$ cat config.mk
export PLATFORM = sky130hd
export DESIGN_NAME = dice_turn_scheduler_flat
export DESIGN_NICKNAME = d
export VERILOG_FILES = /design/src/rtl/dice_if.sv /design/src/rtl/dice_turn_scheduler.sv /design/src/flat_wrapper.sv
export SDC_FILE = /design/constraint.sdc
export NUM_CORES = 1
export LEC_CHECK = 0
export ABC_CLOCK_PERIOD_IN_PS = 2500
export CORE_AREA = 2 2 61 63
export DETAILED_ROUTE_END_ITERATION = 10
export DIE_AREA = 0 0 63 65
export DONT_BUFFER_PORTS = 1
export GPL_TIMING_DRIVEN = 0
export PLACE_DENSITY = 0.77
export SLEW_MARGIN = 20
export SYNTH_ARGS = -nofsm -noshare
export SYNTH_HDL_FRONTEND = slang
export SYNTH_SLANG_ARGS = --single-unit
export TNS_END_PERCENT = 10
$ cat constraint.sdc
create_clock -name clk -period 2.5 [get_ports clk]
set_clock_uncertainty 0.15 [all_clocks]
set_input_delay 0.25 -clock clk [delete_from_list [all_inputs] [get_ports clk]]
set_output_delay 0.25 -clock clk [all_outputs]
set_load 0.02 [all_outputs]
$ cat src/rtl/dice_if.sv
// Handshake bundle between the dice scheduler and its button, roller and display neighbours.
// The slave side is the scheduler; the master side drives the ticks, requests and roller value.
interface dice_if;
  logic       tick;
  logic       req1;
  logic       req2;
  logic [3:0] dice_val;
  logic       roll_en;
  logic       roll_sel;
  logic [3:0] dice1;
  logic [3:0] dice2;
  logic [3:0] score1;
  logic [3:0] score2;
  logic [3:0] round;
  logic       busy;
  logic       finish;
  logic [1:0] winner;

  modport master (
    output tick, req1, req2, dice_val,
    input  roll_en, roll_sel, dice1, dice2, score1, score2, round, busy, finish, winner
  );

  modport slave (
    input  tick, req1, req2, dice_val,
    output roll_en, roll_sel, dice1, dice2, score1, score2, round, busy, finish, winner
  );
endinterface

$ cat src/rtl/dice_turn_scheduler.sv
// Two-player dice game sequencer: alternates roller ownership, times rolls and result display
// from the prescaled tick, judges rounds, keeps saturating scores and declares the winner.
module dice_turn_scheduler #(
  parameter int ROLL_TICKS = 50,
  parameter int SHOW_TICKS = 100,
  parameter int ROUNDS     = 5
) (
  input  logic   clk,
  input  logic   rst,
  dice_if.slave  bus
);

  localparam logic [2:0] S_WAIT1 = 3'd0;
  localparam logic [2:0] S_ROLL1 = 3'd1;
  localparam logic [2:0] S_WAIT2 = 3'd2;
  localparam logic [2:0] S_ROLL2 = 3'd3;
  localparam logic [2:0] S_JUDGE = 3'd4;
  localparam logic [2:0] S_SHOW  = 3'd5;
  localparam logic [2:0] S_DONE  = 3'd6;

  localparam int MAXT = (ROLL_TICKS > SHOW_TICKS) ? ROLL_TICKS : SHOW_TICKS;
  localparam int CW   = (MAXT > 1) ? $clog2(MAXT) : 1;
  localparam logic [CW-1:0] ROLL_LAST = CW'(ROLL_TICKS - 1);
  localparam logic [CW-1:0] SHOW_LAST = CW'(SHOW_TICKS - 1);
  localparam logic [3:0]    LAST_RND  = 4'(ROUNDS);

  logic [2:0]    state_q,  state_d;
  logic [CW-1:0] cnt_q,    cnt_d;
  logic [3:0]    dice1_q,  dice1_d;
  logic [3:0]    dice2_q,  dice2_d;
  logic [3:0]    score1_q, score1_d;
  logic [3:0]    score2_q, score2_d;
  logic [3:0]    round_q,  round_d;
  logic [1:0]    winner_q, winner_d;
  logic          roll_en_q, roll_en_d;
  logic          roll_sel_q, roll_sel_d;
  logic          busy_q,   busy_d;
  logic          finish_q, finish_d;

  function automatic logic [3:0] clamp(input logic [3:0] v);
    if (v == 4'd0)     return 4'd1;
    else if (v > 4'd6) return 4'd6;
    else               return v;
  endfunction

  always_comb begin
    state_d  = state_q;
    cnt_d    = cnt_q;
    dice1_d  = dice1_q;
    dice2_d  = dice2_q;
    score1_d = score1_q;
    score2_d = score2_q;
    round_d  = round_q;
    winner_d = winner_q;
    case (state_q)
      S_WAIT1: if (bus.req1) state_d = S_ROLL1;
      S_ROLL1: if (bus.tick) begin
        if (cnt_q == ROLL_LAST) begin
          cnt_d   = '0;
          dice1_d = clamp(bus.dice_val);
          state_d = S_WAIT2;
        end else begin
          cnt_d = cnt_q + 1'b1;
        end
      end
      S_WAIT2: if (bus.req2) state_d = S_ROLL2;
      S_ROLL2: if (bus.tick) begin
        if (cnt_q == ROLL_LAST) begin
          cnt_d   = '0;
          dice2_d = clamp(bus.dice_val);
          state_d = S_JUDGE;
        end else begin
          cnt_d = cnt_q + 1'b1;
        end
      end
      S_JUDGE: begin
        if (dice1_q > dice2_q && score1_q < 4'd9) score1_d = score1_q + 4'd1;
        if (dice2_q > dice1_q && score2_q < 4'd9) score2_d = score2_q + 4'd1;
        state_d = S_SHOW;
      end
      S_SHOW: if (bus.tick) begin
        if (cnt_q == SHOW_LAST) begin
          cnt_d = '0;
          if (round_q == LAST_RND) begin
            // Scores are final here, so the verdict lands on the same edge as DONE.
            if (score1_q > score2_q)      winner_d = 2'b01;
            else if (score2_q > score1_q) winner_d = 2'b10;
            else                          winner_d = 2'b11;
            state_d = S_DONE;
          end else begin
            round_d = round_q + 4'd1;
            dice1_d = '0;
            dice2_d = '0;
            state_d = S_WAIT1;
          end
        end else begin
          cnt_d = cnt_q + 1'b1;
        end
      end
      S_DONE: if (bus.req1) begin
        score1_d = '0;
        score2_d = '0;
        dice1_d  = '0;
        dice2_d  = '0;
        winner_d = '0;
        round_d  = 4'd1;
        state_d  = S_WAIT1;
      end
      default: state_d = S_WAIT1;
    endcase
    // Flag outputs are registered copies of the next state's decode.
    roll_en_d  = (state_d == S_ROLL1) || (state_d == S_ROLL2);
    roll_sel_d = (state_d == S_WAIT2) || (state_d == S_ROLL2);
    busy_d     = (state_d == S_ROLL1) || (state_d == S_ROLL2) ||
                 (state_d == S_JUDGE) || (state_d == S_SHOW);
    finish_d   = (state_d == S_DONE);
  end

  always_ff @(posedge clk) begin
    if (rst) begin
      state_q    <= S_WAIT1;
      cnt_q      <= '0;
      dice1_q    <= '0;
      dice2_q    <= '0;
      score1_q   <= '0;
      score2_q   <= '0;
      round_q    <= 4'd1;
      winner_q   <= '0;
      roll_en_q  <= 1'b0;
      roll_sel_q <= 1'b0;
      busy_q     <= 1'b0;
      finish_q   <= 1'b0;
    end else begin
      state_q    <= state_d;
      cnt_q      <= cnt_d;
      dice1_q    <= dice1_d;
      dice2_q    <= dice2_d;
      score1_q   <= score1_d;
      score2_q   <= score2_d;
      round_q    <= round_d;
      winner_q   <= winner_d;
      roll_en_q  <= roll_en_d;
      roll_sel_q <= roll_sel_d;
      busy_q     <= busy_d;
      finish_q   <= finish_d;
    end
  end

  assign bus.roll_en  = roll_en_q;
  assign bus.roll_sel = roll_sel_q;
  assign bus.dice1    = dice1_q;
  assign bus.dice2    = dice2_q;
  assign bus.score1   = score1_q;
  assign bus.score2   = score2_q;
  assign bus.round    = round_q;
  assign bus.busy     = busy_q;
  assign bus.finish   = finish_q;
  assign bus.winner   = winner_q;

endmodule

$ cat src/flat_wrapper.sv
// flat-port wrapper written by rule: the top's interface ports become plain ports
module dice_turn_scheduler_flat 
#(
  parameter int ROLL_TICKS = 50,
  parameter int SHOW_TICKS = 100,
  parameter int ROUNDS     = 5
)
  (clk, rst, bus_tick, bus_req1, bus_req2, bus_dice_val, bus_roll_en, bus_roll_sel, bus_dice1, bus_dice2, bus_score1, bus_score2, bus_round, bus_busy, bus_finish, bus_winner);
  dice_if bus_i ();
  input  logic clk;
  input  logic rst;
  input wire logic [$bits(bus_i.tick)-1:0] bus_tick;
  input wire logic [$bits(bus_i.req1)-1:0] bus_req1;
  input wire logic [$bits(bus_i.req2)-1:0] bus_req2;
  input wire logic [$bits(bus_i.dice_val)-1:0] bus_dice_val;
  output wire logic [$bits(bus_i.roll_en)-1:0] bus_roll_en;
  output wire logic [$bits(bus_i.roll_sel)-1:0] bus_roll_sel;
  output wire logic [$bits(bus_i.dice1)-1:0] bus_dice1;
  output wire logic [$bits(bus_i.dice2)-1:0] bus_dice2;
  output wire logic [$bits(bus_i.score1)-1:0] bus_score1;
  output wire logic [$bits(bus_i.score2)-1:0] bus_score2;
  output wire logic [$bits(bus_i.round)-1:0] bus_round;
  output wire logic [$bits(bus_i.busy)-1:0] bus_busy;
  output wire logic [$bits(bus_i.finish)-1:0] bus_finish;
  output wire logic [$bits(bus_i.winner)-1:0] bus_winner;
  assign bus_i.tick = bus_tick;
  assign bus_i.req1 = bus_req1;
  assign bus_i.req2 = bus_req2;
  assign bus_i.dice_val = bus_dice_val;
  assign bus_roll_en = bus_i.roll_en;
  assign bus_roll_sel = bus_i.roll_sel;
  assign bus_dice1 = bus_i.dice1;
  assign bus_dice2 = bus_i.dice2;
  assign bus_score1 = bus_i.score1;
  assign bus_score2 = bus_i.score2;
  assign bus_round = bus_i.round;
  assign bus_busy = bus_i.busy;
  assign bus_finish = bus_i.finish;
  assign bus_winner = bus_i.winner;
  dice_turn_scheduler #(.ROLL_TICKS(ROLL_TICKS), .SHOW_TICKS(SHOW_TICKS), .ROUNDS(ROUNDS)) u_core (.clk(clk), .rst(rst), .bus(bus_i));
endmodule
# [After elaboration in Yosys (flattened, before gate mapping)]
# Cells that the tools add are included.
[word_totals] word_cells=113 inputBits=9 reg_bits=36 output_inout_bits=26
[classes] n_lt_le_gt_ge=7 n_eq_ne=27 muxes=42 n_reduce_logical=21 add_sub_neg=4
[op_table] op="$mux W4" count=14
[op_table] op="$mux W3" count=10
[op_table] op="$mux W7" count=4
[op_table] op="$pmux W4 S2" count=3
[op_table] op="$pmux W4 S3" count=2
[op_table] op="$pmux W3 S7" count=1
[op_table] op="$eq A3 B3 Y1 const B" count=6
[op_table] op="$gt A4 B4 Y1" count=4
[op_table] op="$ne A2 B1 Y1 const B" count=7
[op_table] op="$pmux W7 S2" count=1
[op_table] op="$reduce_and A7 Y1" count=2
[op_table] op="$add A4 B1 Y4 const B" count=3
[op_table] op="$eq A3 B2 Y1 const B" count=4
[op_table] op="$mux W2" count=5
[op_table] op="$ne A2 B2 Y1 const B" count=5
[op_table] op="$reduce_and A5 Y1" count=2
[op_table] op="$reduce_and A3 Y1" count=3
[op_table] op="$lt A4 B4 Y1 const B" count=2
[op_table] op="$add A7 B1 Y7 const B" count=1
[op_table] op="$eq A7 B6 Y1 const B" count=1
[op_table] op="$eq A7 B7 Y1 const B" count=1
[op_table] op="$eq A3 B1 Y1 const B" count=2
[op_table] op="$reduce_bool A2 Y1" count=3
[op_table] op="$reduce_bool A3 Y1" count=2
[op_table] op="other kinds (9)" count=13

# [Longest topological paths before layout]
[logic_depth] depth_word=9 ltp_mapped=7 depth_no_buf=7

# [Worst setup path before layout]
# Ideal clock, no wire load.
[synth_timing] kind="reg2reg" from="reg u_core.round_q[1] (netlist: u_core.bus.round[1])" to="reg u_core.dice2_q[0] (netlist: u_core.bus.dice2[0])" n_path_buf=0 t_required_ps=2227 slack_ps=290 setup_ps=123 synth_period_minus_slack_ps=2210 path_stages_with_launch=7 t_arrival_ps=1937 cell_sequence="dfxtp_1 -> inv_1 -> ha_1 -> and3b_1 -> or4_1 -> a21boi_1 -> mux2_1"
[synth_between] elab_chain_cells=3
[synth_lines] element="start: declaration" line_no="dice_turn_scheduler.sv:33" text="logic [3:0] round_q, round_d;"
[synth_lines] element="start signal: assignment" line_no="dice_turn_scheduler.sv:140" text="round_q <= round_d;"
[synth_lines] element="$eq A4 B3 Y1" line_no="dice_turn_scheduler.sv:84" text="if (round_q == LAST_RND) begin"
[synth_lines] element="$ne A2 B2 Y1 (no source line)"
[synth_lines] element="$reduce_and A7 Y1 (no source line)"
[synth_lines] element="end signal: assignment" line_no="dice_turn_scheduler.sv:137" text="dice2_q <= dice2_d;"
[synth_lines] element="end: declaration" line_no="dice_turn_scheduler.sv:30" text="logic [3:0] dice2_q, dice2_d;"
# Every way passes these cells.
# A chain may end at the register's enable or synchronous reset.

# [Worst setup path after layout]
# Ends and elaborated chain as after synthesis.

==> flow_metrics.env <==
export IMPL_grt_pass1_vias=1583
export IMPL_hold_violations=0
export IMPL_ctsLongestPathBuffers=2
export IMPL_ios=35
export IMPL_leakage_nw=0.867
export IMPL_syn_avg_cell_area_um2=8.89
export IMPL_rrSetupSlack_ps=140
export IMPL_r2r_end="u_core.bus.dice2[0]$_SDFFE_PP0P_"
export IMPL_htree_levels=2
export IMPL_power_mw=1.00
export IMPL_grt_ovfl_total=0
export IMPL_async_flop_share=0
export IMPL_finalSetupTns_ps=0
export IMPL_fmax_mhz=423
export IMPL_area_growth_pct=7.07
export IMPL_final_cells=294
export IMPL_status="finished clean"
export IMPL_syn_area_um2=2110
export IMPL_report_final_slew_viol_count=0
export IMPL_grt_max_degree=11
export IMPL_rsz0062_at_grt="no"
export IMPL_syn_num_nets=262
export IMPL_ir_worst_vdd_mv=0.272
export IMPL_setup_viol=0
export IMPL_hold_depth=2
export IMPL_ant_nets=0
export IMPL_fp_dieH_um=65
export IMPL_drive_gt1_frac=0.0854
export IMPL_place_hpwl_um=3170
export IMPL_drc_errors=0
export IMPL_cp_start_kind="flop"
export IMPL_cts_buffers=5
export IMPL_ys_ff_latch=36
export IMPL_max_cap_viol_count=0
export IMPL_detail_route_wl_per_cell_um=14.2
export IMPL_antenna_cells=0
export IMPL_worstPathRequired_ps=2590
export IMPL_rr_worst_depth=6
export IMPL_insertion_delay_ps=340
export IMPL_synth_cell_types=52
export IMPL_ys_flop_type="dfxtp_1"
export IMPL_wirelength_um=4170
export IMPL_ys_seq_area_frac=0.342
export IMPL_fillerInstances=309
export IMPL_row_count=22
export IMPL_coreArea_um2=3500
export IMPL_worst_path_max_fanout=5
export IMPL_setup_worst_path_class="reg -> reg"
export IMPL_firstDrtPassIters=4
export IMPL_worstPathArrival_ps=2460
export IMPL_ys_warn_count=0
export IMPL_viasPerCell=5.82
export IMPL_tightestPinTransition_ps=766
export IMPL_power_density_nw_per_um2=445
export IMPL_register_area_um2=721
export IMPL_grt_total_usage=0.215
export IMPL_fin_ws_ps=136
export IMPL_num_vias=1710
export IMPL_final_cell_area_um2=2260
export IMPL_hold_path_end="u_core.bus.dice2[1]$_SDFFE_PP0P_"
export IMPL_crit_path_end_kind="flop"
export IMPL_worstHoldPathType="in -> reg"
export IMPL_path_clk_slew_ps=100
export IMPL_netlist_instances=237
export IMPL_initial_core_util=0.603
export IMPL_gp_congestion=0.861
export IMPL_synth_edf_count=0
export IMPL_slew_headroom=0.486
export IMPL_fin_nets=271
export IMPL_cts_tree="done"
export IMPL_fin_crit_sh=0.945
export IMPL_min_from="bus_dice_val[3]"
export IMPL_port_buffers=0
export IMPL_grt_antenna_before_repair=0
export IMPL_r2r_start="u_core.bus.round[1]$_SDFFE_PP0P_"
export IMPL_clkSinkCount=36
export IMPL_multi_input_area_um2=1300
export IMPL_place_area_um2=2170
export IMPL_clock_root_buffer="clkbuf_4"
export IMPL_grt_pass1_wl_um=6890
export IMPL_die_x_um=63
export IMPL_preCtsSetupSlack_ps=105
export IMPL_fin_crit_ps=2360
export IMPL_dp_cells=285
export IMPL_drt_iter0_drc=78
export IMPL_dieArea_um2=4100
where the power goes:
part           total (mW)  internal [mW]  switching, mW  leakage [nW]
Clock               0.353          0.159          0.193        0.0374
Sequential          0.589          0.581        0.00871         0.291
Combinational      0.0618         0.0260         0.0358         0.539
Total                1.00          0.766          0.238         0.867
worst max-delay path: stages, from the launching register on:
cell      delay [ps]
dfxtp_1          520
inv_1             80
ha_1             200
and3b_1          190
or4_1            560
a21boi_1         220
mux2_1           350
synthesized netlist by cell type, types with 2 or more instances:
master / instances / area share
mux2_1: 2 / 0.011
xor2_1: 3 / 0.012
o21bai_1: 2 / 0.0071
nor3_1: 3 / 0.0071
nor2b_1: 5 / 0.015
nor2_1: 26 / 0.046
o21ai_0: 4 / 0.0095
or4_1: 2 / 0.0071
dfxtp_1: 36 / 0.34
nand4_1: 9 / 0.027
nor3b_1: 2 / 0.0071
nand3_1: 7 / 0.017
a211oi_1: 3 / 0.011
and3_1: 2 / 0.0059
a21o_1: 4 / 0.014
nand2b_1: 8 / 0.024
nand2_1: 13 / 0.023
a21oi_1: 12 / 0.029
nand3b_1: 6 / 0.021
nor3b_2: 2 / 0.012
ha_1: 16 / 0.095
and3b_1: 4 / 0.017
inv_1: 17 / 0.030
o21a_1: 4 / 0.014
mux2i_1: 7 / 0.033
clkbuf_1: 5 / 0.0089
o31ai_1: 2 / 0.0071
xnor2_1: 7 / 0.029
how the worst max path moves through the flow:
stage,from,end,slack [ps],depth (start not counted)
floorplan,u_core.bus.round[1]$_SDFFE_PP0P_,u_core.bus.dice2[0]$_SDFFE_PP0P_,290,6
global placement,u_core.bus.dice1[1]$_SDFFE_PP0P_,u_core.bus.score2[3]$_SDFFE_PP0P_,130,7
detailed placement,u_core.bus.dice1[1]$_SDFFE_PP0P_,u_core.bus.score2[3]$_SDFFE_PP0P_,110,7
CTS,u_core.bus.dice1[1]$_SDFFE_PP0P_,u_core.bus.score2[3]$_SDFFE_PP0P_,80,7
global route,u_core.bus.round[1]$_SDFFE_PP0P_,u_core.bus.busy$_SDFF_PP0_,7,7
finish,u_core.bus.round[1]$_SDFFE_PP0P_,u_core.bus.dice2[0]$_SDFFE_PP0P_,140,6
cell usage in the layout (no fill, tap or decap), types with 2 or more instances in the layout:
master          n
dfxtp_1        36
nor2_1         26
inv_1          17
ha_1           16
nand2_1        13
a21oi_1        12
nand4_1         9
nand2b_1        8
mux2i_1         7
nand3_1         7
xnor2_1         7
nand3b_1        6
clkbuf_1        5
nor2b_1         5
clkbuf_4        5
o21ai_0         4
and3b_1         4
o21a_1          4
a21o_1          4
xor2_1          3
a211oi_1        3
nor3_1          3
nor3b_2         2
or4_1           2
nor3b_1         2
mux2_1          2
and3_1          2
o21bai_1        2
o31ai_1         2
clkbuf_8        2
dlygate4sd3_1   2
sequential cells by signal (all words and copies together) (netlist names):
| signal | cells |
|---|---|
| u_core.bus.roll_sel | 1 |
| u_core.cnt_q | 7 |
| u_core.bus.dice1 | 4 |
| u_core.bus.busy | 1 |
| u_core.bus.round | 4 |
| u_core.bus.score2 | 4 |
| u_core.bus.dice2 | 4 |
| u_core.bus.finish | 1 |
| u_core.bus.roll_en | 1 |
| u_core.bus.score1 | 4 |
| u_core.state_q | 3 |
| u_core.bus.winner | 2 |
routing by layer:
metal	track usage	wire length (um)
met5	0	0
met2	0.350	1910
met1	0.258	1930
met3	0.0712	256
met4	0.0944	69
metrics by stage:
stage | util | hold slack (ps)
floorplan | - | 317
global placement | 0.620 | 343
detailed placement | 0.620 | 356
CTS | 0.644 | 7.84
global route | 0.645 | 22.5
finish | 0.645 | 10.9
what timing repair did:
| action | 4_1_cts | 5_1_grt |
|---|---|---|
| resized for setup | 0 | 1 |
| endpoints found under the hold margin | 4 | 0 |
| setup endpoints to repair | 0 | 3 |
| setup buffers | 0 | 0 |
| hold buffers | 2 | 0 |
cell type report:
class	instances	area share
well taps	48	0.0266
flip-flops and latches	36	0.319
repair buffers	2	0.00887
inverters	17	0.0283
clock buffers	7	0.0288
multi-input cells	178	0.577
plain buffers	6	0.0105
cells by family after synthesis:
family / Yosys count / synth area share
muxes: 9 / 0.0439
DFF: 36 / 0.342
AOI/OAI and AO/OA: 43 / 0.159
buffers and inverters: 23 / 0.0416
xor gates and xnor gates: 10 / 0.0416
and+or+nand+nor: 99 / 0.272
adders and majority gates: 17 / 0.0998
Note: power is estimated with default switching activity, not from simulation.
